==> src/rtl/instr_fetch.sv <==
// Instruction fetch stage: PC register, IF/ID pipeline register and IDLE/RUN/HALT control.
// Optional fetched-word counter built only when INSTR_FETCH_COUNT_EN is defined.
module instr_fetch (
    input  logic        clk,
    input  logic        reset,
    input  logic        start,
    input  logic        stall,
    input  logic        redirect,
    input  logic [7:0]  redirect_pc,
    output logic [7:0]  imem_addr,
    input  logic [15:0] imem_rdata,
    output logic [15:0] id_instr,
    output logic [7:0]  id_pc,
    output logic        id_valid,
    output logic        halted,
    output logic [15:0] fetch_count
);

    typedef enum logic [1:0] {
        ST_IDLE = 2'd0,
        ST_RUN  = 2'd1,
        ST_HALT = 2'd2
    } state_t;

    localparam logic [15:0] NOP_WORD  = 16'h0000;
    localparam logic [4:0]  HALT_OPC  = 5'b00001;

    // Only the top five bits are decoded; everything else passes through untouched.
    function automatic logic is_halt_op(input logic [15:0] word);
        return (word[15:11] == HALT_OPC);
    endfunction

    state_t      state_r,    state_s;
    logic [7:0]  pc_r,       pc_s;
    logic [15:0] id_instr_r, id_instr_s;
    logic [7:0]  id_pc_r,    id_pc_s;
    logic        id_valid_r, id_valid_s;
    logic        halted_r,   halted_s;

`ifdef INSTR_FETCH_COUNT_EN
    logic [15:0] fetch_count_r, fetch_count_s;
`endif

    // Next-state and next-register computation for the fetch controller.
    always_comb begin
        state_s    = state_r;
        pc_s       = pc_r;
        id_instr_s = id_instr_r;
        id_pc_s    = id_pc_r;
        id_valid_s = id_valid_r;
`ifdef INSTR_FETCH_COUNT_EN
        fetch_count_s = fetch_count_r;
`endif
        case (state_r)
            ST_IDLE: begin
                pc_s       = 8'd0;
                id_instr_s = NOP_WORD;
                id_valid_s = 1'b0;
                if (start) begin
                    state_s = ST_RUN;
                end else begin
                    state_s = ST_IDLE;
                end
            end
            ST_RUN, ST_HALT: begin
                if (redirect) begin
                    state_s    = ST_RUN;
                    pc_s       = redirect_pc;
                    id_instr_s = NOP_WORD;
                    id_valid_s = 1'b0;
                end else if (stall) begin
                    state_s = state_r;
                end else if (state_r == ST_RUN) begin
                    id_instr_s = imem_rdata;
                    id_pc_s    = pc_r;
                    id_valid_s = 1'b1;
`ifdef INSTR_FETCH_COUNT_EN
                    fetch_count_s = fetch_count_r + 16'd1;
`endif
                    // A HALT word freezes the PC on the very edge it is captured.
                    if (is_halt_op(imem_rdata)) begin
                        state_s = ST_HALT;
                    end else begin
                        pc_s = pc_r + 8'd1;
                    end
                end else begin
                    id_instr_s = NOP_WORD;
                    id_valid_s = 1'b0;
                end
            end
            default: begin
                state_s    = ST_IDLE;
                pc_s       = 8'd0;
                id_instr_s = NOP_WORD;
                id_valid_s = 1'b0;
            end
        endcase
        halted_s = (state_s == ST_HALT);
    end

    // State, PC and IF/ID registers with synchronous reset.
    always_ff @(posedge clk) begin
        if (reset) begin
            state_r    <= ST_IDLE;
            pc_r       <= 8'd0;
            id_instr_r <= NOP_WORD;
            id_pc_r    <= 8'd0;
            id_valid_r <= 1'b0;
            halted_r   <= 1'b0;
        end else begin
            state_r    <= state_s;
            pc_r       <= pc_s;
            id_instr_r <= id_instr_s;
            id_pc_r    <= id_pc_s;
            id_valid_r <= id_valid_s;
            halted_r   <= halted_s;
        end
    end

`ifdef INSTR_FETCH_COUNT_EN
    // Fetched-word counter, wraps naturally at 16 bits.
    always_ff @(posedge clk) begin
        if (reset) begin
            fetch_count_r <= 16'd0;
        end else begin
            fetch_count_r <= fetch_count_s;
        end
    end

    assign fetch_count = fetch_count_r;
`else
    assign fetch_count = 16'd0;
`endif

    assign imem_addr = pc_r;
    assign id_instr  = id_instr_r;
    assign id_pc     = id_pc_r;
    assign id_valid  = id_valid_r;
    assign halted    = halted_r;

endmodule

==> config.mk <==
export PLATFORM = sky130hd
export DESIGN_NAME = instr_fetch
export DESIGN_NICKNAME = d
export VERILOG_FILES = /design/src/rtl/instr_fetch.sv
export SDC_FILE = /design/constraint.sdc
export NUM_CORES = 1
export LEC_CHECK = 0
export CAP_MARGIN = 0
export CELL_PAD_IN_SITES_DETAIL_PLACEMENT = 2
export CELL_PAD_IN_SITES_GLOBAL_PLACEMENT = 2
export CORE_MARGIN = 2
export CORE_UTILIZATION = 20
export DETAILED_ROUTE_END_ITERATION = 10
export PLACE_DENSITY = 0.79
export SLEW_MARGIN = 20
export SYNTH_ARGS = -nofsm -noshare
export SYNTH_HDL_FRONTEND = slang
export SYNTH_SLANG_ARGS = --single-unit
==> constraint.sdc <==
create_clock -name clk -period 1.72 [get_ports clk]
set_input_delay 0.344 -clock clk [delete_from_list [all_inputs] [get_ports clk]]
set_output_delay 0.344 -clock clk [all_outputs]
set_load 0.1 [all_outputs]
==> results of run 1 <==
-- synth_stat cells, types with 2 or more instances --
cell type / count / area share, %
xnor2_1: 5 / 2.7
a211oi_1: 3 / 1.4
inv_1: 5 / 1.2
nand2_1: 5 / 1.2
o21ai_0: 8 / 2.5
a21oi_1: 7 / 2.2
mux2i_1: 9 / 5.6
buf_4: 17 / 7.9
nor2_1: 28 / 6.5
a22oi_1: 17 / 7.9
dfxtp_1: 36 / 45
ha_1: 4 / 3.1
clkbuf_1: 6 / 1.4
nand2b_1: 2 / 0.77
a31oi_1: 2 / 0.77
-- cell families (layout without fill, tap and decap cells) --
family,count (synthesis),in the layout
AO/OA/AOI/OAI,42,42
XOR/XNOR,5,5
adder cells (fa/ha/maj),4,4
buffers and inverters,29,89
flip-flops,36,36
multiplexers,9,9
other,1,16
AND/OR/NAND/NOR,48,48
-- sequential cells by signal, indices dropped and copies added (netlist names) --
register / flops
imem_addr: 8
state_r: 2
id_valid: 1
id_instr: 16
id_pc: 8
halted: 1
-- worst reg2reg max path: stages (launching register included) --
cell     delay (ns)
dfxtp_1        0.33
inv_1          0.08
ha_1           0.16
and2b_2        0.19
o21ai_4        0.09
or4_1          0.52
a31oi_1        0.17
-- final cells by class --
| cell class | instances | area share [%] |
|---|---|---|
| Clock buffer | 7 | 3.34 |
| Inverter | 5 | 0.651 |
| Multi-Input combinational cell | 124 | 27.8 |
| Sequential cell | 36 | 25.3 |
| Tap cell | 102 | 4.43 |
| Timing Repair Buffer | 77 | 38.5 |
-- per-layer routing --
metal / routed length, um / share of wire [%] / vias up
li1: - / - / 725
met2: 2680 / 52 / 51
met4: 48 / 0.92 / 0
met5: 0 / 0 / -
met1: 2110 / 41 / 730
met3: 364 / 7.0 / 7
-- final timing paths --
kind                  start           end
min          imem_rdata[11]  id_instr[11]
min reg2reg        id_pc[2]      id_pc[2]
max                   stall  imem_addr[3]
max reg2reg      state_r[1]  imem_addr[7]
-- repair_timing --
| item | CTS | global route |
|---|---|---|
| pin swaps | 3 | 3 |
| setup endpoints to repair | 5 | 4 |
| gates resized for setup | 1 | 8 |
-- power breakdown --
| group | internal [W] | switching [W] | leakage (nW) | total, W |
|---|---|---|---|---|
| Combinational | 0.000148 | 0.000309 | 0.750 | 0.000457 |
| Clock | 0.000357 | 0.000297 | 0.0503 | 0.000653 |
| Sequential | 0.000846 | 0.0000190 | 0.294 | 0.000865 |
| Total | 0.00135 | 0.000625 | 1.09 | 0.00198 |
-- stage by stage --
| step | utilization (%) | setup slack, ns | hold slack (ns) |
|---|---|---|---|
| after floorplan | - | -0.0123 | 0.488 |
| after global routing | 37.1 | 0.0116 | 0.472 |
| after CTS | 36.8 | 0.0324 | 0.556 |
| final | 37.1 | 0.120 | 0.444 |
| after detailed placement | 35.5 | -0.401 | 0.541 |
| after global placement | 35.5 | -0.263 | 0.513 |
==> results.json, run 1 <==
{
  "cp_data_required_time_ns": 1.89,
  "gp_congestion": 0.763,
  "setup_violations": 0,
  "grtUsageTotal_pct": 12.3,
  "crit_fanout": 20,
  "ir_worst_vdd_mv": 0.236,
  "hold_class": "input port to register",
  "fillers": 836,
  "final_cell_mix": "buf_12, dfxtp_1, nor2_1, clkdlybuf4s50_1, a22oi_1",
  "regArea_um2": 729,
  "io_pins": 79,
  "cts_buffer_depth": 2,
  "fin_area_mm2": 0.00288,
  "drt_iter0_drc": 28,
  "grtUsageMet2_pct": 22.0,
  "reg2reg_slack_ns": 0.13,
  "first_pass_iters": 3,
  "vias_per_cell": 4.31,
  "cp.depth": 6,
  "mostFrequentLayoutCell": "buf_12",
  "drive_above_1_share_pct": 28.9,
  "hpwl_um": 4090,
  "synth_xor_area_share_pct": 2.70,
  "holdPathStages": 4,
  "critPathBufInv": 2,
  "htree_levels": 2,
  "ant_nets": 0,
  "std_cell_rows": 32,
  "drt_wl_total_um": 5200,
  "clk_pin_slew_worst_paths_ns": 0.07,
  "status": "finished, final reports clean",
  "synthMuxAreaShare_pct": 5.56,
  "io_buffer_count": 62,
  "synth-adder-area-share_pct": 3.09,
  "drc_errors": 0,
  "path_cells": "clkdlybuf4s50_1, buf_4, nand4b_1, a211oi_1, xnor2_1, a21oi_1",
  "synth-simple-area-share_pct": 14.9,
  "p_leak_nw": 1.09,
  "clock_latency_ns": 0.29,
  "die_h_um": 94.0,
  "crit_arrival_ns": 1.77,
  "slowest_stage": "clkdlybuf4s50_1",
  "die_area_mm2": 0.00883,
  "syn_area_mm2": 0.00162,
  "grt_pass1_wl_um": 8390,
  "dp.cells": 344,
  "areaGrowthSynthToFinish_pct": 78.0,
  "synthArstFlopShare_pct": 0,
  "ys_seq_area_share_pct": 44.5,
  "root_buffer": "clkbuf_8",
  "cp-start-kind": "input port",
  "finalHoldViolations": 0,
  "core_mm2": 0.00777,
  "syn_inst": 174,
  "grt_overflow": 0,
  "post_cts_buffers": 0,
  "grt_util_met1_pct": 14.0,
  "finalSetupTns_ns": 0,
  "period_minus_slack_ns": 1.60,
  "met3_usage_pct": 4.41,
  "numCtsBuffers": 5,
  "reg2reg_depth": 6,
  "grt_max_degree": 21,
  "yosysUniqueCellTypes": 35,
  "initial_core_util_pct": 20.8,
  "cts_tree": "yes",
  "maxCapViolCount": 0,
  "critPathKind": "input port to register",
  "synth_top_family_by_area": "compound AO/OA/AOI/OAI gates",
  "multiInputGateArea_um2": 801,
  "wl_per_cell_um": 14.8,
  "ys_warn_count": 0,
  "antenna_cells": 0,
  "crit_family": "buffers and inverters",
  "slowest_delay_ns": 0.42,
  "synth_ff_type": "dfxtp_1",
  "total_power_w": 0.00198,
  "cts_hold_buf": 0,
  "fmax_mhz": 625,
  "finalCritPeriodShare_pct": 93.0,
  "synth_compound_area_share_pct": 18.2,
  "antenna_found_initial": 0,
  "placed_area_mm2": 0.00275,
  "ys_ff_latch": 36,
  "slew_violations": 0,
  "nNetsFinal": 282,
  "layout.cells.non_filler": 351,
  "p_per_area_mw_per_mm2": 686,
  "syn_area_per_cell_um2": 9.30,
  "rsz0062_at_grt": "no",
  "vias": 1513,
  "die_x_um": 94.0,
  "finalClockSkew_ns": 0.00480,
  "grt_pass1_vias": 1627,
  "top_usage_layer": "met2",
  "cp-end-kind": "register",
  "synth-edff-count": 0,
  "clock-sinks": 36
}
No activity file was read; power rests on OpenSTA's default activity.
==> run 2, diff against run 1 <==
Settings changed: SLEW_MARGIN 20 to unset.
==> results of run 2 <==
Same layout as run 1: the final DEF is identical, and so are final timing and power.
==> run 3, diff against run 2 <==
Settings changed: RECOVER_POWER set to 25.
==> run 3 against run 2 <==
Against the previous run: via count shrank 0.40%; critical path depth is the same; sequential power is essentially flat; hold slack is essentially flat; maximum frequency is essentially flat; die area is the same; cell count is the same; global-route usage is the same; count of clock-buffer cells in the layout is the same; final area shrank 8.4%; critical path type unchanged; largest cell class unchanged; highest routed layer unchanged.
==> results.json, run 3 (synthesis results as in run 1) <==
{
  "drt_iter0_drc": 27,
  "status": "finished, final reports clean",
  "core_mm2": 0.00777,
  "slew_violations": 0,
  "multiInputGateArea_um2": 801,
  "numCtsBuffers": 5,
  "initial_core_util_pct": 20.8,
  "clk_pin_slew_worst_paths_ns": 0.07,
  "largest_reg_flops": 16,
  "vias": 1507,
  "hold_path_startpoint": "imem_rdata[11]",
  "min_to": "id_instr[11]",
  "grt_pass1_vias": 1627,
  "hold_class": "input port to register",
  "reg2reg_slack_ns": 0.12,
  "drive_above_1_share_pct": 28.5,
  "antenna_found_initial": 0,
  "worst_pin_slew_ns": 0.568,
  "r2r-start": "state_r[1]",
  "regArea_um2": 728,
  "htree_levels": 2,
  "path_cells": "clkdlybuf4s50_1, buf_4, nand4b_1, a211oi_1, xnor2_1, a21oi_1",
  "critPathKind": "input port to register",
  "wl_per_cell_um": 14.9,
  "reg2reg_depth": 6,
  "layout.cells.non_filler": 351,
  "p_per_area_mw_per_mm2": 746,
  "cp-start-kind": "input port",
  "antenna_cells": 0,
  "die_area_mm2": 0.00883,
  "placed_area_mm2": 0.00275,
  "std_cell_rows": 32,
  "root_buffer": "clkbuf_8",
  "slowest_stage": "clkdlybuf4s50_1",
  "cp_data_required_time_ns": 1.89,
  "cts_hold_buf": 0,
  "crit_fanout": 20,
  "vias_per_cell": 4.29,
  "cp-startpoint": "stall",
  "die_h_um": 94.0,
  "areaGrowthSynthToFinish_pct": 63.1,
  "nNetsFinal": 282,
  "final_cell_mix": "dfxtp_1, nor2_1, clkdlybuf4s50_1, buf_12, a22oi_1",
  "ir_worst_vdd_mv": 0.235,
  "grt_max_degree": 21,
  "cp-end-kind": "register",
  "rsz0062_at_grt": "no",
  "clock_latency_ns": 0.29,
  "fmax_mhz": 625,
  "finalClockSkew_ns": 0.00432,
  "finalHoldViolations": 0,
  "relSlewSlack_pct": 62.3,
  "cts_tree": "yes",
  "drc_errors": 0,
  "hold_slack_ns": 0.444,
  "fillers": 860,
  "maxCapViolCount": 0,
  "die_x_um": 94.0,
  "drt_wl_total_um": 5230,
  "period_minus_slack_ns": 1.60,
  "first_pass_iters": 3,
  "finalCritPeriodShare_pct": 93.0,
  "setup_violations": 0,
  "ant_nets": 0,
  "fin_area_mm2": 0.00264,
  "dp.cells": 344,
  "clock-sinks": 36,
  "grt_overflow": 0,
  "io_buffer_count": 62,
  "timing.rr.end": "imem_addr[7]",
  "holdPathStages": 4,
  "grtUsageTotal_pct": 12.3,
  "p_leak_nw": 1.04,
  "gp_congestion": 0.763,
  "mostFrequentLayoutCell": "dfxtp_1",
  "hpwl_um": 4090,
  "grt_pass1_wl_um": 8390,
  "crit_arrival_ns": 1.77,
  "slowest_delay_ns": 0.42,
  "io_pins": 79,
  "cts_buffer_depth": 2
}
-- run 3: worst max path at each step --
stage | cells after the start | end
2_1_floorplan | 3 | imem_addr[7]
3_3_place_gp | 7 | imem_addr[4]
3_5_place_dp | 7 | imem_addr[3]
4_1_cts | 5 | imem_addr[1]
5_1_grt | 7 | id_pc[0]
6_report | 6 | imem_addr[3]
-- run 3: critical path: cells and delay by family --
| family | cells | cell delay [ns] |
|---|---|---|
| buf+inv | 2 | 0.64 |
| compound gates | 2 | 0.39 |
| xor+xnor | 1 | 0.17 |
| simple gates | 1 | 0.22 |
-- run 3: report_power, final --
part | switching (W) | leakage (nW) | internal (W)
registers | 0.0000181 | 0.293 | 0.000845
logic | 0.000309 | 0.694 | 0.000143
clock network | 0.000296 | 0.0503 | 0.000357
-- run 3: final cells by class --
class	count	share of cell area (%)
sequential	36	27.6
multi-input combinational	124	30.3
timing repair buffer	77	32.9
tap	102	4.83
inverter	5	0.711
clock buffer	7	3.65
-- run 3: layer usage --
metal	wire length, um	up-vias	track usage [%]
met1	2130	723	14.0
li1	-	726	-
met3	386	7	4.41
met5	0	-	0
met4	46	0	2.90
met2	2660	51	22.0
-- run 3: what timing repair did --
| item | CTS | global route |
|---|---|---|
| pin swaps | 3 | 3 |
| buffers inserted | 0 | 0 |
| gates resized for setup | 1 | 8 |
| setup endpoints to repair | 5 | 4 |
-- run 3: through the flow --
step | setup slack (ns) | power, W | setup TNS, ns | util (%)
final | 0.121 | 0.00197 | 0 | 34.0
after global routing | 0.0116 | 0.00207 | 0 | 34.0
after CTS | 0.0324 | 0.00201 | 0 | 36.8
after detailed placement | -0.401 | 0.00134 | -4.75 | 35.5
after global placement | -0.263 | 0.00133 | -3.57 | 35.5
after floorplan | -0.0123 | 0.00120 | -0.0123 | -
